$ cat src/rtl/gray_counter.sv
// gray_counter: registered binary/Gray up/down counter with load, wrap pulse,
// per-step Gray change mask and combinational terminal count.
module gray_counter #(
  parameter int unsigned WIDTH = 4,
  parameter int unsigned WRAP  = 1
) (
  input  logic             clk,
  input  logic             rst_n,
  input  logic             en,
  input  logic             up,
  input  logic             load,
  input  logic [WIDTH-1:0] load_val,
  output logic [WIDTH-1:0] bin_out,
  output logic [WIDTH-1:0] gray_out,
  output logic [WIDTH-1:0] chg,
  output logic             wrap,
  output logic             tc
);

  localparam logic [WIDTH-1:0] MaxVal  = '1;
  localparam logic [WIDTH-1:0] ZeroVal = '0;
  localparam bit               WrapEn  = (WRAP != 0);

  logic [WIDTH-1:0] bin_q,  bin_d;
  logic [WIDTH-1:0] gray_q, gray_d;
  logic [WIDTH-1:0] chg_q,  chg_d;
  logic             wrap_q, wrap_d;
  logic             step;

  // Next binary value (load > en > hold); Gray and change mask derive from it.
  always_comb begin
    bin_d  = bin_q;
    wrap_d = 1'b0;
    step   = 1'b0;
    if (load) begin
      bin_d = load_val;
    end else if (en) begin
      if (up) begin
        if (bin_q != MaxVal) begin
          bin_d = bin_q + WIDTH'(1);
          step  = 1'b1;
        end else if (WrapEn) begin
          bin_d  = ZeroVal;
          wrap_d = 1'b1;
          step   = 1'b1;
        end
      end else begin
        if (bin_q != ZeroVal) begin
          bin_d = bin_q - WIDTH'(1);
          step  = 1'b1;
        end else if (WrapEn) begin
          bin_d  = MaxVal;
          wrap_d = 1'b1;
          step   = 1'b1;
        end
      end
    end
    gray_d = bin_d ^ (bin_d >> 1);
    chg_d  = step ? (gray_q ^ gray_d) : ZeroVal;
  end

  // State registers; binary and Gray forms update together.
  always_ff @(posedge clk or negedge rst_n) begin
    if (!rst_n) begin
      bin_q  <= '0;
      gray_q <= '0;
      chg_q  <= '0;
      wrap_q <= 1'b0;
    end else begin
      bin_q  <= bin_d;
      gray_q <= gray_d;
      chg_q  <= chg_d;
      wrap_q <= wrap_d;
    end
  end

  assign bin_out  = bin_q;
  assign gray_out = gray_q;
  assign chg      = chg_q;
  assign wrap     = wrap_q;
  // Terminal count looks at the live direction, no register delay.
  assign tc       = up ? (bin_q == MaxVal) : (bin_q == ZeroVal);

endmodule

$ cat config.mk
export PLATFORM = sky130hd
export DESIGN_NAME = gray_counter
export DESIGN_NICKNAME = d
export VERILOG_FILES = /design/src/rtl/gray_counter.sv
export SDC_FILE = /design/constraint.sdc
export NUM_CORES = 1
export LEC_CHECK = 0
export BUFFER_PORTS_ARGS = -buffer_cell sky130_fd_sc_hd__clkbuf_2
export CAP_MARGIN = 20
export CORE_MARGIN = 10
export CORE_UTILIZATION = 53
export CTS_CLUSTER_DIAMETER = 50
export DETAILED_ROUTE_END_ITERATION = 12
export GPL_TIMING_DRIVEN = 0
export PLACE_DENSITY = 0.82
export SYNTH_ARGS = -nofsm -noshare
export SYNTH_HDL_FRONTEND = slang
export SYNTH_SLANG_ARGS = --single-unit
$ cat constraint.sdc
create_clock -name clk -period 4.5 [get_ports clk]
set_clock_uncertainty 0.2 [all_clocks]
set_input_delay 0.225 -clock clk [delete_from_list [all_inputs] [get_ports clk]]
set_output_delay 0.225 -clock clk [all_outputs]
set_load 0.03 [all_outputs]
# Yosys cells after proc, flatten, opt, wreduce, memory -nomap -nowiden
# Cells that the tools add are included.
# W data, S select, Z words.
[word_totals]
out_inout_bits = 14
register_bits = 13
inputBits = 9
[classes]
eq_ne = 2
n_reduce_logical = 2
addsub = 2
n_bitwise = 2
mux = 14
[op_table]
columns = ["cell", "count"]
rows = [
  ["$mux W4", 6],
  ["$mux W1", 8],
  ["$add A4 B1 Y4 const B", 1],
  ["$eq A4 B4 Y1 const B", 1],
  ["$logic_not A4 Y1", 1],
  ["$ne A4 B4 Y1 const B", 1],
  ["$reduce_bool A4 Y1", 1],
  ["$sub A4 B1 Y4 const B", 1],
  ["$xor A4 B3 Y4", 1],
  ["$xor A4 B4 Y4", 1],
]

# Longest topological paths before layout
[depth]
depth_word = 8
mapped_depth = 7
mapped_depth_nobuf = 7

# Worst setup path after synthesis
# OpenSTA, ideal clock, no wires.
[synth_path]
path_type = "reg2reg"
from = "reg bin_q[0] (netlist: bin_out[0])"
to = "reg wrap_q (netlist: wrap)"
setup_slack_ns = 2.241
stages_incl_launch_ff = 6
arrival_time_ns = 1.985
period_less_slack_ns = 2.259
required_ns = 4.226
path_cell_list = "dfrtp_1 inv_1 ha_1 or3b_1 mux2i_1 nor2b_1"
[synth_via]
elab_chain_len = 5
elab_cells_between_ends = 7
cone_classes = "1 x eq/ne; 5 x mux; 1 x reduce/logical"
[synth_lines]
columns = ["item", "line_no", "source"]
rows = [
  ["start: declaration", "24", "logic [WIDTH-1:0] bin_q, bin_d;"],
  ["start signal: assignment", "70", "bin_q <= bin_d;"],
  ["$ne A4 B4 Y1 or $reduce_bool A4 Y1 (tied branches)", "39, 48", ""],
  ["$mux W1, on equally long branches", "39, 48", ""],
  ["$mux W1 (*)", "38", "if (up) begin"],
  ["$mux W1 (*)", "37", "end else if (en) begin"],
  ["$mux W1 (*)", "35", "if (load) begin"],
  ["via wrap_d", "27", "logic wrap_q, wrap_d;"],
  ["end signal: assignment", "73", "wrap_q <= wrap_d;"],
  ["end: declaration", "27", ""],
]
# The timed path passes the listed nets; every way through them passes the cells marked *.

# Worst setup path in the final report
[layout_path]
from = "reg bin_q[0] (netlist: bin_out[0])"
to = "out tc"
[layout_via]
elab_chain_len = 2
elab_cells_between_ends = 3
cone_classes = "1 x eq/ne; 1 x mux; 1 x reduce/logical"
[layout_lines]
columns = ["item", "line_no", "source"]
rows = [
  ["$eq A4 B4 Y1 or $logic_not A4 Y1 (tied branches)", "82", "assign tc = up ? (bin_q == MaxVal) : (bin_q == ZeroVal);"],
  ["$mux W1 (*)", "82", ""],
  ["end: declaration", "17", "output logic tc"],
]
# Mark *: on every way between the ends. The rest lies on a longest branch, timed or not.

==> summary by stage <==
Status
The flow ran to the end, and the final reports show no timing, DRC or antenna violations.

Setup path
Measured in cells, the most critical reg-to-reg path has a length of 7. The launching element type of the critical path is a flip-flop. The setup path with the least slack is of type reg -> out. The critical path data required time is 4.07 ns.

The worst-path maximum fanout is 7. The arrival time of the worst setup path is 1.97 ns. The worst setup path is captured at an output pin.

Power
The share of total power dissipated in the clock network is 19.7%. Combinational logic is responsible for 47.0% of the overall power. The switching portion of total power is 39.2%. The net switching component of the power is 169 uW.

The total internal power is 261 uW. VDD sags by at most 0.277 mV. For this design the static power due to leakage is 0.475 nW.

The ratio of total power to cell area is 447 nW/um^2. Registers are responsible for 33.4% of the overall power.

Timing
The final-report max-slew violation count is 0. The final hold violation count is 0. After routing, the total negative slack on setup checks comes to 0 ns. The transition time of the tightest slew-check pin is 0.359 ns. Setup violations remaining at the end of the flow were counted as 0. Setup repair after global routing left no endpoint under its margin. Measured against its own limit, the worst slew margin works out to 75.9%. Timing would allow up to 417 MHz. Subtracting the final worst setup slack from the clock period gives 2.40 ns. The fraction of the cycle the final worst path needs is 53.2%.

Floorplanning
For this configuration, the core starts out at a cell density of 58.3%. The die boundary width is 58.3 um. The core footprint is 1330 um^2. The I/O pin count is 23.

The floorplan die height is 58.3 um. The die covers 3400 um^2. The count of standard-cell rows is 13.

Yosys
The net count after synthesis is 87. For this run, asynchronously set or reset flops after synthesis account for 100%. After synthesis, flip-flops and latches occupy 38.6% of the total area.

The number of flops mapped to enable cells by yosys is 0. After synthesis, the mean cell area works out to 10.2 um^2. In the synthesized netlist the dominant register cell turns out to be dfrtp_1. Synthesis instantiated 32 different standard cells from the library. For this run, the number of Yosys warnings is 0. The cell area after technology mapping is 777 um^2.

The synthesized flop and latch total is 12. The post-synthesis instance total is 76.

Drt
The detail-routed via count per cell is 5.56. The iteration count of the initial detailed-routing pass is 4. The detailed-route wire length is 1680 um.

The number of nets with antenna violations after detailed routing is 0. The first routing iteration left 7 violations. After detailed routing, the number of remaining DRC violations is 0. The average detailed-routed wire length per instance is 14.2 um. The via count is 656.

Hold path
The hold path depth is 3. The type of the tightest min-delay check is in -> reg.

Clock network
The number of sinks driven by the clock tree is 12. The maximum clock insertion buffer count is 2. The clock latency at the later pin of the worst-skew pair is 0.28 ns.

The clock tree from TritonCTS is yes. The number of buffers created by CTS is 3. Gates resized during post-CTS repair numbered 0. The number of levels the H-tree was split into is 1. The register clock-pin slew on the reported worst setup and hold paths is 0.06 ns.

Clock tree synthesis selected as its root buffer the cell clkbuf_4. The number of setup buffers added after CTS is 0.

Cells and area
The final layout net count is 115. Leaving out fill and tap cells, the most frequent cell in the layout is clkbuf_2. The antenna diode instance count is 0. After filler insertion, the fill cell instance count of the layout stands at 102. The post-route netlist has 34.0% of its cells at a drive strength greater than 1. The final design utilization is 72.1%. The synthesis-to-layout area growth is 23.8%. The top cell types in the final layout, fill and taps aside, are 20 x clkbuf_2, 12 x dfrtp_1, 8 x a21oi_1.

Global route
For this run the aggregate overflow at the end of global routing stands at 0. The first-pass GRT wire length is 2810 um. The via count of the first global-routing pass came to 633.

The global router's overall resource usage is 10.3%. Entering global routing, the biggest net connects 13 pins. The initial antenna violation count is 0.

Placement
Buffers placed on the I/O ports in this run total 20. The post-DP HPWL is 1330 um. At the end of routability-driven placement, the weighted congestion stood at 0.786.

Run
The number of maximum-capacitance constraint violations is 0.
-- state kept, by name, summed over array words and instances (netlist names) --
register / count
chg: 4
wrap: 1
gray_out: 3
bin_out: 4
-- through the flow --
step | total power, mW | instance area [um^2] | hold slack, ns | std cells | setup slack (ns)
3_3_place_gp | 0.342 | 896 | -0.0846 | 111 | 2.33
5_1_grt | 0.457 | 962 | 0.0569 | 118 | 2.00
3_5_place_dp | 0.348 | 896 | -0.0758 | 111 | 2.30
4_1_cts | 0.435 | 962 | 0.0474 | 118 | 2.10
2_1_floorplan | 0.298 | 777 | -0.271 | 76 | 2.24
6_report | 0.430 | 962 | 0.0465 | 118 | 2.10
-- what timing repair did --
| action | CTS | global route |
|---|---|---|
| hold buffers | 3 | 0 |
| hold endpoints to repair | 14 | 0 |
| setup endpoints to repair | 0 | 0 |
-- worst paths after layout --
kind	from	to	slack, ns
min reg2reg	gray_out[0]$_DFF_PN0_	chg[0]$_DFF_PN0_	0.46
max	bin_out[0]$_DFF_PN0_	tc	2.10
max reg2reg	bin_out[0]$_DFF_PN0_	chg[1]$_DFF_PN0_	2.28
max in group asynchronous	rst_n	bin_out[1]$_DFF_PN0_	3.71
min	load_val[1]	bin_out[1]$_DFF_PN0_	0.05
min in group asynchronous	rst_n	bin_out[3]$_DFF_PN0_	0.16
-- power groups by stage --
stage                     Sequential [mW]  Combinational (mW)  Clock (mW)
after floorplan                     0.185               0.114           0
after global placement              0.145               0.197           0
after detailed placement            0.146               0.202           0
after CTS                           0.144               0.205      0.0865
after global routing                0.147               0.220      0.0912
final                               0.143               0.202      0.0845
-- cell families after synthesis --
kind of cell / synth area share (%)
fa+ha+maj: 3.22
xor+xnor: 12.7
simple gates: 15.8
mux: 6.76
compound gates: 15.3
flops: 38.6
buf+inv: 7.57
-- per-layer routing --
metal / wire length [um] / GRT usage, %
met4: 19 / 3.02
met1: 686 / 10.6
met5: 0 / 0
met2: 794 / 16.5
met3: 179 / 6.87
-- synth_stat cells, types with 2 or more instances --
cell type / n / area share [%]
nor3_1: 2 / 1.3
nor2_1: 3 / 1.4
a21oi_1: 8 / 5.2
dfrtp_1: 12 / 39
inv_1: 6 / 2.9
ha_1: 2 / 3.2
buf_2: 2 / 1.3
o21ai_0: 4 / 2.6
or3_1: 3 / 2.4
mux2i_1: 3 / 3.9
nor4b_1: 3 / 3.4
xnor2_1: 3 / 3.4
xor2_1: 3 / 3.4
buf_4: 2 / 1.9
nand3_1: 3 / 1.9
-- area by class of cell --
class | count | area [um^2] | area share, %
timing repair buffer | 23 | 130 | 13.5
inverter | 6 | 22.5 | 2.34
clock buffer | 4 | 36.3 | 3.77
multi-input combinational | 53 | 418 | 43.4
sequential | 12 | 300 | 31.2
tap | 15 | 18.8 | 1.95
buffer | 5 | 36.3 | 3.77
-- critical path, stage by stage (launching register included) --
cell and delay, ns:
dfrtp_1 0.45, inv_1 0.15, ha_1 0.26, or3b_1 0.39, mux2i_1 0.20, clkbuf_2 0.25
No activity file was read; power rests on OpenSTA's default activity.
